--- config.mk ---
export PLATFORM = sky130hd
export DESIGN_NAME = tensor_core_mma_engine
export DESIGN_NICKNAME = d
export VERILOG_FILES = /design/src/rtl/tensor_core_mma_engine.sv
export SDC_FILE = /design/constraint.sdc
export NUM_CORES = 1
export LEC_CHECK = 0
export BUFFER_PORTS_ARGS = -buffer_cell sky130_fd_sc_hd__buf_2
export CAP_MARGIN = 20
export CORE_MARGIN = 2
export CORE_UTILIZATION = 35
export CTS_CLUSTER_SIZE = 40
export DETAILED_ROUTE_END_ITERATION = 12
export GPL_TIMING_DRIVEN = 0
export PLACE_DENSITY_LB_ADDON = 0.3
export SYNTH_ARGS = -nofsm -noshare
export SYNTH_HDL_FRONTEND = slang
export SYNTH_SLANG_ARGS = --single-unit
--- constraint.sdc ---
create_clock -name clock_in -period 12.54 [get_ports clock_in]
set_clock_uncertainty 0.1 [all_clocks]
set_input_delay 1.881 -clock clock_in [delete_from_list [all_inputs] [get_ports clock_in]]
set_output_delay 1.881 -clock clock_in [all_outputs]
set_load 0.01 [all_outputs]
--- src/rtl/tensor_core_mma_engine.sv ---
// Sequential NxN signed matrix multiply(-accumulate) engine: one result element per clock,
// optional saturation, sticky overflow, start/busy/done handshake.
module tensor_core_mma_engine #(
   parameter int N      = 4,
   parameter int DATA_W = 8
) (
   input  logic                               clock_in,
   input  logic                               reset_in,
   input  logic                               tensor_core_register_file_write_enable,
   input  logic                               should_start_tensor_core,
   input  logic                               accumulate_mode,
   input  logic                               saturate_enable,
   input  logic [N-1:0][N-1:0][DATA_W-1:0]    tensor_core_input1,
   input  logic [N-1:0][N-1:0][DATA_W-1:0]    tensor_core_input2,
   input  logic [N-1:0][N-1:0][DATA_W-1:0]    tensor_core_input3,
   output logic [N-1:0][N-1:0][DATA_W-1:0]    tensor_core_output,
   output logic                               is_busy,
   output logic                               is_done_with_calculation,
   output logic                               overflow
);
   localparam int SUM_W  = 2*DATA_W + $clog2(N) + 1;
   localparam int PROD_W = 2*DATA_W;
   localparam int RC_W   = $clog2(N);
   localparam logic signed [SUM_W-1:0] MAX_V = {{(SUM_W-DATA_W+1){1'b0}}, {(DATA_W-1){1'b1}}};
   localparam logic signed [SUM_W-1:0] MIN_V = {{(SUM_W-DATA_W+1){1'b1}}, {(DATA_W-1){1'b0}}};

   typedef enum logic [1:0] {S_IDLE, S_BUSY, S_DONE} state_t;

   state_t                            state_q, state_d;
   logic [RC_W-1:0]                   row_q, row_d, col_q, col_d;
   logic                              ovf_q, ovf_d;
   logic                              acc_q, acc_d;
   logic                              sat_q, sat_d;
   logic [N-1:0][N-1:0][DATA_W-1:0]   result_q;

   logic signed [PROD_W-1:0]          a_ext [N];
   logic signed [PROD_W-1:0]          b_ext [N];
   logic signed [PROD_W-1:0]          prod  [N];
   logic signed [SUM_W-1:0]           sum;
   logic [DATA_W-1:0]                 elem_val;
   logic                              elem_ovf;
   logic                              write_elem;

   // One dot-product term per k: A[row][k] * B[k][col] at full precision.
   genvar gi;
   generate
      for (gi = 0; gi < N; gi++) begin : g_prod
         assign a_ext[gi] = {{DATA_W{tensor_core_input1[row_q][gi][DATA_W-1]}}, tensor_core_input1[row_q][gi]};
         assign b_ext[gi] = {{DATA_W{tensor_core_input2[gi][col_q][DATA_W-1]}}, tensor_core_input2[gi][col_q]};
         assign prod[gi]  = a_ext[gi] * b_ext[gi];
      end
   endgenerate

   always_comb begin
      sum = '0;
      for (int k = 0; k < N; k++) begin
         sum = sum + {{(SUM_W-PROD_W){prod[k][PROD_W-1]}}, prod[k]};
      end
      if (acc_q) begin
         sum = sum + {{(SUM_W-DATA_W){tensor_core_input3[row_q][col_q][DATA_W-1]}},
                      tensor_core_input3[row_q][col_q]};
      end
   end

   always_comb begin
      elem_ovf = (sum > MAX_V) || (sum < MIN_V);
      elem_val = sum[DATA_W-1:0];
      if (sat_q && (sum > MAX_V)) begin
         elem_val = MAX_V[DATA_W-1:0];
      end else if (sat_q && (sum < MIN_V)) begin
         elem_val = MIN_V[DATA_W-1:0];
      end
   end

   always_comb begin
      state_d    = state_q;
      row_d      = row_q;
      col_d      = col_q;
      ovf_d      = ovf_q;
      acc_d      = acc_q;
      sat_d      = sat_q;
      write_elem = 1'b0;
      // A register-file write aborts everything; written elements and overflow stay as they are.
      if (tensor_core_register_file_write_enable) begin
         state_d = S_IDLE;
      end else begin
         case (state_q)
            S_IDLE, S_DONE: begin
               if (should_start_tensor_core) begin
                  state_d = S_BUSY;
                  row_d   = '0;
                  col_d   = '0;
                  ovf_d   = 1'b0;
                  acc_d   = accumulate_mode;
                  sat_d   = saturate_enable;
               end
            end
            S_BUSY: begin
               write_elem = 1'b1;
               if (elem_ovf) ovf_d = 1'b1;
               if (col_q == RC_W'(N-1)) begin
                  col_d = '0;
                  if (row_q == RC_W'(N-1)) begin
                     col_d   = col_q;
                     state_d = S_DONE;
                  end else begin
                     row_d = row_q + 1'b1;
                  end
               end else begin
                  col_d = col_q + 1'b1;
               end
            end
            default: state_d = S_IDLE;
         endcase
      end
   end

   always_ff @(posedge clock_in or posedge reset_in) begin
      if (reset_in) begin
         state_q  <= S_IDLE;
         row_q    <= '0;
         col_q    <= '0;
         ovf_q    <= 1'b0;
         acc_q    <= 1'b0;
         sat_q    <= 1'b0;
         result_q <= '0;
      end else begin
         state_q <= state_d;
         row_q   <= row_d;
         col_q   <= col_d;
         ovf_q   <= ovf_d;
         acc_q   <= acc_d;
         sat_q   <= sat_d;
         if (write_elem) begin
            result_q[row_q][col_q] <= elem_val;
         end
      end
   end

   assign tensor_core_output       = result_q;
   assign is_busy                  = (state_q == S_BUSY);
   assign is_done_with_calculation = (state_q == S_DONE);
   assign overflow                 = ovf_q;

endmodule

Yosys cells after proc, flatten, opt, wreduce, memory -nomap -nowiden:

Cells that the tools add are included.

* $add $sub $neg: 6
* multipliers: 4
* div/mod/pow operators: 0
* order comparisons: 6
* equality and inequality tests: 12
* shift operators: 0
* mux-type cells: 39
* bitwise gates (word level): 1
* reductions and logical operators: 13

Operators by type and width (count)
* 32-bit binary-select mux with 2-bit select: 2
* 128-bit bitwise mux: 1
* 32-bit 2-to-1 mux: 3
* 8-bit binary-select mux with 2-bit select: 5
* 32-bit demux with 2-bit select: 1
* 8-bit by 8-bit multiplier with 16-bit output: 4
* 8-bit 2-to-1 mux: 8
* 18-bit by 16-bit adder with 19-bit output: 1
* 19-bit adder: 1
* 19-bit by 8-bit > comparator with 1-bit output, second input constant: 1
* 19-bit by 8-bit less-than comparator with 1-bit output, second input constant: 1
* 19-bit 2-to-1 mux: 1
* 17-bit by 16-bit adder with 18-bit output: 1
* 2-bit 2-to-1 mux: 9
* 16-bit by 16-bit adder with 17-bit output: 1
* 8-bit demux with 2-bit select: 1
* 2-bit one-hot mux with 2 select lines: 3
* 4-bit AND reduction: 2
* 2-bit equality test, second input constant: 3
* 2-bit by 3-bit less-than comparator with 1-bit output, second input constant: 2
* 3-bit by 2-bit != test with 1-bit output, second input constant: 2
* 3-bit != test, second input constant: 2
* 3-bit AND reduction: 2
* 5-bit AND reduction: 1
* 13 further kinds: 23

* register bits: 137
* bits in latches: 0
* memory bits (writable): 0
* bits in read-only memories: 0
* output and inout bits: 131
* memories: 0

Depth between registers and ports, before layout:

Gate-level depths: netlist of the first run.

* word-level depth: 13
* mapped depth: 41

Least setup slack after synthesis of the first run:

Ideal clock, no wire load.

* kind: input to register
* start: input port tensor_core_input1[119] (netlist bit)
* end: register result_q (netlist bit tensor_core_output[103])
* library setup time: 0.131 ns
* arrival time: 10.692 ns
* data required time: 12.309 ns
* slack: 1.618 ns
* stages on the path: 33
* buffers on the path: 2
* cells stage by stage: mux4_2 > nand2_1 > inv_1 > fa_1 > fa_1 > inv_1 > fa_1 > inv_1 > fa_1 > fa_1 > fa_1 > fa_1 > inv_1 > fa_1 > inv_1 > ha_1 > clkbuf_1 > o21ai_0 > and3b_1 > a2111o_1 > nor3_1 > inv_1 > ha_1 > a21o_1 > a21o_1 > a21oi_1 > nor2b_1 > o21bai_1 > a31oi_1 > nor4_4 > o31a_4 > buf_6 > o31ai_4

* cells in the longest elaborated chain, start to end: 12

Ends and longest elaborated chain
* from (decl): RTL line 13 `input logic [N-1:0][N-1:0][DATA_W-1:0] tensor_core_input1,`
* 32-bit binary-select mux with 2-bit select *: RTL line 48 `assign a_ext[gi] = {{DATA_W{tensor_core_input1[row_q][gi][DATA_W-1]}}, tensor_core_input1[row_q][gi]};`
* 32-bit 2-to-1 mux *
* 8-bit by 8-bit multiplier with 16-bit output *: RTL line 50 `assign prod[gi] = a_ext[gi] * b_ext[gi];`
* 17-bit by 16-bit adder with 18-bit output *: RTL line 57 `sum = sum + {{(SUM_W-PROD_W){prod[k][PROD_W-1]}}, prod[k]};`
* 18-bit by 16-bit adder with 19-bit output *: RTL line 57
* 19-bit adder: RTL line 60 `sum = sum + {{(SUM_W-DATA_W){tensor_core_input3[row_q][col_q][DATA_W-1]}},`
* 19-bit 2-to-1 mux *: RTL line 59 `if (acc_q) begin`
* 19-bit by 8-bit less-than comparator with 1-bit output: RTL line 70 `end else if (sat_q && (sum < MIN_V)) begin`
* 1-bit logical AND: RTL line 70
* 8-bit 2-to-1 mux: RTL line 70
* 8-bit 2-to-1 mux *: RTL line 68 `if (sat_q && (sum > MAX_V)) begin`
* 128-bit bitwise mux *: RTL line 135 `result_q[row_q][col_q] <= elem_val;`
* to (signal, indexed assignment): RTL line 135
* to (decl): RTL line 34 `logic [N-1:0][N-1:0][DATA_W-1:0] result_q;`

Mark *: on every way between the ends. The rest lies on a longest branch, timed or not. The select of a mux whose other input is x is not followed.
A chain may end at the register's enable or synchronous reset.

Final worst setup path of the first run:

* start: input port tensor_core_input2[56] (netlist bit)
* end: register result_q (netlist bit tensor_core_output[113])

* cells in the longest elaborated chain, start to end: 13

Ends and longest elaborated chain
* from (decl): RTL line 14 `input logic [N-1:0][N-1:0][DATA_W-1:0] tensor_core_input2,`
* 8-bit binary-select mux with 2-bit select *: RTL line 49 `assign b_ext[gi] = {{DATA_W{tensor_core_input2[gi][col_q][DATA_W-1]}}, tensor_core_input2[gi][col_q]};`
* 8-bit 2-to-1 mux (not written as such) *: RTL line 49
* 8-bit by 8-bit multiplier with 16-bit output *: RTL line 50
* 16-bit by 16-bit adder with 17-bit output *: RTL line 57
* 17-bit by 16-bit adder with 18-bit output *: RTL line 57
* 18-bit by 16-bit adder with 19-bit output *: RTL line 57
* 19-bit adder: RTL line 60
* 19-bit 2-to-1 mux *: RTL line 59
* 19-bit by 8-bit less-than comparator with 1-bit output: RTL line 70
* 1-bit logical AND: RTL line 70
* 8-bit 2-to-1 mux: RTL line 70
* 8-bit 2-to-1 mux *: RTL line 68
* 128-bit bitwise mux *: RTL line 135

Marks and branches as above.

==> results of run 1 <==
==> cells in the final DEF (no fill, tap or decap), types with 11 or more instances in the layout <==
cell and n:
a21oi_1 146, and2_1 157, and3_1 19, buf_2 533, clkbuf_1 41, clkbuf_16 17
dfrtp_1 137, fa_1 327, ha_1 126, inv_1 406, mux4_2 101, nand2_1 122
nand2b_1 20, nand3_1 30, nor2_1 156, nor3_1 11, o21ai_0 31, o31ai_4 18
xnor2_1 18
==> layout make-up <==
type | count | area [um^2] | share of cell area
antenna | 2 | 5.00 | 0.000196
buffer | 76 | 363 | 0.0142
clock buffer | 17 | 425 | 0.0167
clock inverter | 15 | 151 | 0.00594
inverter | 411 | 1550 | 0.0608
multi-input combinational | 1444 | 15800 | 0.618
sequential | 137 | 3430 | 0.134
tap | 773 | 967 | 0.0379
timing repair buffer | 537 | 2840 | 0.111
==> path summary, 6_finish.rpt <==
kind	startpoint	endpoint	slack [ns]	depth (start not counted)
min	tensor_core_output[15]	tensor_core_output[15]	0.37	2
min reg2reg	tensor_core_output[15]	tensor_core_output[15]	0.37	2
max	tensor_core_input2[56]	tensor_core_output[113]	0.66	33
max in group asynchronous	reset_in	tensor_core_output[62]	10.13	3
max reg2reg	row_q[1]	tensor_core_output[113]	0.71	35
min in group asynchronous	reset_in	tensor_core_output[101]	1.42	2
==> per-layer routing <==
layer  wire length [um]  vias to the layer above  global-route usage
li1                   -                     7844                   -
met1              34100                     9286               0.354
met2              36900                      644               0.422
met3               4140                       91              0.0316
met4               1520                        4              0.0485
met5                 27                        -                   0
==> timing repair <==
action	in CTS	in global routing
endpoints found under the setup margin	129	129
resized for setup	12	27
buffers inserted	2	4
pin swaps	1	2
==> through the flow <==
| stage | util | hold WS, ns |
|---|---|---|
| after floorplan | - | 0.414 |
| after global routing | 0.431 | 0.404 |
| after global placement | 0.415 | 0.360 |
| final | 0.431 | 0.375 |
| after CTS | 0.428 | 0.376 |
| after detailed placement | 0.417 | 0.361 |
==> kinds of logic after synthesis <==
kind of cell | count (synthesis) | synth area share
multiplexers | 113 | 0.115
XOR/XNOR | 29 | 0.0130
AO/OA/AOI/OAI | 293 | 0.0981
AND/OR/NAND/NOR | 556 | 0.133
flip-flops | 137 | 0.164
adder cells (fa/ha/maj) | 453 | 0.387
buffers and inverters | 488 | 0.0899
==> worst min-delay path, stage by stage, from the launching register on <==
cell	delay (ns)
dfrtp_1	0.34
nand2_1	0.05
o31ai_1	0.05
==> sequential cells by signal, summed over array words and instances, names as in the netlist <==
register and cells:
tensor_core_output 128, col_q 2, row_q 2, state_q 2
acc_q 1, overflow 1, sat_q 1
==> results.json, run 1 <==
{
  "syn_avg_cell_area_um2": 10.1,
  "cts_sinks": 137,
  "arrival_ns": 12.08,
  "grt_max_degree": 76,
  "setup_slack_ns": 0.655,
  "avgRoutedWirePerCell_um": 22.5,
  "synth-main-ff-cell": "dfrtp_1",
  "crit_family": "adder cells",
  "crit_top_cell": "fa_1",
  "drc": 10,
  "io_pins": 521,
  "report.final.setup_viol": 0,
  "cts_hold_buf": 0,
  "fp.dieW_um": 249,
  "vias": 17900,
  "htreeDepth": 4,
  "cap_viol_max_count": 0,
  "yosys.cell_count.top_type": "inv_1",
  "gp_congestion": 0.968,
  "synth.area.top_cells": "fa_1, dfrtp_1, mux4_2",
  "critPathMaxFanout": 10,
  "clk_pin_slew_ns": 0.07,
  "nNetsFinal": 3467,
  "antenna_found_initial": 3,
  "port_buffers": 520,
  "endpoint_kind": "flip-flop",
  "status": "finished, violations left",
  "tns_ns": 0,
  "finalCritPeriodShare": 0.948,
  "place_hpwl_mm": 66.2,
  "synth.net_count": 2912,
  "rows": 89,
  "slew_headroom": 0.248,
  "dp_cells": 3369,
  "synth_largest_area_cell": "fa_1",
  "core_area_mm2": 0.0591,
  "grt_usage": 0.252,
  "cts_buffer_depth": 2,
  "vias_per_cell": 5.24,
  "critical-path-slowest-cell": "mux4_2",
  "clk_latency_ns": 0.43,
  "die_area_mm2": 0.0619,
  "ys_async_sr_fraction": 1.00,
  "cts-buffers-inserted": 17,
  "cts_tree": "done",
  "drtAntennaViolNets": 0,
  "die_y_um": 249,
  "path_class": "input port to flip-flop",
  "ys.warnings.count": 0,
  "synth_cell_types": 82,
  "syn_area_mm2": 0.0210,
  "fmax_ghz": 0.0841,
  "synth.yosys.seq_area_share": 0.164,
  "n_fill_cell": 5763,
  "post-route-min-period_ns": 11.88,
  "design_area_mm2": 0.0255,
  "grt_pass1_vias": 19200,
  "yosysTopAreaCellShare": 0.312,
  "cp.required_ns": 12.74,
  "grt-ovfl-total": 0,
  "synth_edf_count": 0,
  "slew_viol_final": 0,
  "preCtsSetupSlack_ns": -0.701,
  "final_cells": 3412,
  "synth.ff_latch_count": 137,
  "dpl_cell_area_mm2": 0.0246,
  "cpPeakStageDelay_ns": 0.62,
  "rsz0062_at_grt": "false",
  "syn_inst": 2069,
  "final_layout_size_suffix_gt1_frac": 0.286,
  "area_growth_pct": 21.7,
  "grt_first_pass_wirelength_mm": 119,
  "ctsRootBufferMaster": "clkbuf_16",
  "initialDrtViolationCount": 1410,
  "tightest_slew_ns": 1.13,
  "startpoint_type": "input port",
  "finalHoldViolCount": 0,
  "hold_class": "flip-flop to flip-flop",
  "first_pass_iters": 10,
  "synth_common_cells": "inv_1, fa_1, and2_1",
  "path_buf_inv": 8,
  "violations": "design-rule violations",
  "routed_wl_mm": 76.7,
  "initial_core_util": 0.355
}
Power of run 1 is left out: the tool's default activity adds up to more than one toggle a clock period on the data nets, which glitch-free logic cannot reach.
==> run 2, diff against run 1 <==
--- a/config.mk
+++ b/config.mk
@@ -12,6 +12,7 @@
 export CTS_CLUSTER_SIZE = 40
 export DETAILED_ROUTE_END_ITERATION = 12
 export GPL_TIMING_DRIVEN = 0
+export MAX_ROUTING_LAYER = met4
 export PLACE_DENSITY_LB_ADDON = 0.3
 export SYNTH_ARGS = -nofsm -noshare
 export SYNTH_HDL_FRONTEND = slang
==> results.json, run 2 (synthesis gave the netlist of run 1 again) <==
{
  "vias": 17800,
  "ff2ff_path_depth": 36,
  "die_area_mm2": 0.0619,
  "drc": 5,
  "nNetsFinal": 3459,
  "critPathMaxFanout": 10,
  "grt_busiest_layer": "met2",
  "core_area_mm2": 0.0591,
  "final_cell_mix": "buf_2, inv_1, fa_1",
  "met1_usage": 0.349,
  "gp_congestion": 1.01,
  "io_pins": 521,
  "use_met3": 0.0298,
  "vias_per_cell": 5.22,
  "cts_tree": "done",
  "path_buf_inv": 10,
  "cts_sinks": 137,
  "cts-buffers-inserted": 17,
  "cpPeakStageDelay_ns": 0.56,
  "status": "finished, violations left",
  "grt_usage": 0.253,
  "grt-ovfl-total": 0,
  "crit_top_cell": "fa_1",
  "clk_latency_ns": 0.43,
  "first_pass_iters": 9,
  "fmax_ghz": 0.0830,
  "grt_use_met2": 0.407,
  "finalHoldViolCount": 0,
  "post-route-min-period_ns": 12.04,
  "path_class": "flip-flop to flip-flop",
  "crit_cells": 36,
  "final_util": 0.431,
  "clk_pin_slew_ns": 0.07,
  "port_buffers": 520,
  "rows": 89,
  "avgRoutedWirePerCell_um": 22.1,
  "place_hpwl_mm": 64.8,
  "hold_class": "flip-flop to flip-flop",
  "grt_max_degree": 97,
  "cp.required_ns": 12.73,
  "fp.dieW_um": 249,
  "htreeDepth": 4,
  "cap_viol_max_count": 0,
  "antenna_found_initial": 3,
  "endpoint_kind": "flip-flop",
  "tightest_slew_ns": 1.06,
  "drtAntennaViolNets": 0,
  "finalCritPeriodShare": 0.960,
  "routed_wl_mm": 75.1,
  "crit_family": "adder cells",
  "report.final.setup_viol": 0,
  "initial_core_util": 0.355,
  "grt_first_pass_wirelength_mm": 116,
  "slew_headroom": 0.293,
  "ctsRootBufferMaster": "clkbuf_16",
  "grt_pass1_vias": 18800,
  "die_y_um": 249,
  "cts_buffer_depth": 2,
  "violations": "design-rule violations",
  "cts_hold_buf": 0,
  "initialDrtViolationCount": 1413,
  "final_layout_size_suffix_gt1_frac": 0.284,
  "slew_viol_final": 0,
  "startpoint_type": "flip-flop",
  "hold_depth": 2,
  "critical-path-slowest-cell": "clkdlybuf4s15_2",
  "largest_reg_flops": 128,
  "final_common_cell": "buf_2",
  "area_growth_pct": 21.4,
  "arrival_ns": 12.23
}
-- run 2: changes by cell type in the layout (fill, tap and decap cells not counted), moves of 2 or more --
cell        delta
inv_6          +2
bufinv_16      +2
buf_4          -4
buf_8          -3
clkinvlp_4     -4
-- run 2: worst reg2reg max path, delay by kind of cell (launching register included) --
family,cells,cell delay (ns)
flops,1,0.49
xor+xnor,2,0.37
buf+inv,10,2.44
simple gates,4,0.69
fa+ha+maj,10,4.66
mux,2,0.84
compound gates,8,2.31
-- run 2: area by class of cell --
class | instances | area, um^2
clock inverter | 15 | 194
clock buffer | 17 | 425
antenna | 2 | 5.00
timing repair buffer | 529 | 2750
inverter | 411 | 1550
tap | 773 | 967
sequential | 137 | 3430
fill | 5707 | 33700
buffer | 76 | 367
multi-input combinational | 1444 | 15800
-- run 2: path summary, 6_finish.rpt --
| path | start | endpoint | slack (ns) |
|---|---|---|---|
| hold / removal | tensor_core_output[127] | tensor_core_output[127] | 0.39 |
| max in group asynchronous | reset_in | tensor_core_output[70] | 10.19 |
| setup / recovery | row_q[1] | tensor_core_output[113] | 0.50 |
| setup reg to reg | row_q[1] | tensor_core_output[113] | 0.50 |
| hold reg to reg | tensor_core_output[127] | tensor_core_output[127] | 0.39 |
| min in group asynchronous | reset_in | tensor_core_output[92] | 1.35 |
-- run 2: what timing repair did --
item,4_1_cts,5_1_grt
pin swaps,1,0
setup buffers,1,0
setup endpoints to repair,129,129
gates cloned,0,0
gates resized for setup,10,32
-- run 2: stage by stage --
| stage | hold WS, ns | worst slack [ns] | TNS [ns] | cell area, um^2 | cells |
|---|---|---|---|---|---|
| floorplan | 0.414 | 1.62 | 0 | 21000 | 2069 |
| global placement | 0.360 | -1.21 | -133.42 | 24500 | 3362 |
| detailed placement | 0.371 | -0.658 | -58.36 | 24600 | 3366 |
| CTS | 0.388 | 0.0119 | 0 | 25300 | 3398 |
| global route | 0.403 | -0.00427 | -0.00427 | 25500 | 3404 |
| finish | 0.387 | 0.498 | 0 | 25500 | 3404 |
-- run 2: per-layer routing --
| metal | wire length (um) | vias up |
|---|---|---|
| met5 | 0 | - |
| met4 | 1440 | 0 |
| met3 | 3810 | 79 |
| met2 | 36200 | 630 |
| met1 | 33700 | 9238 |
| li1 | - | 7832 |
Power of run 2 is left out for the same reason.
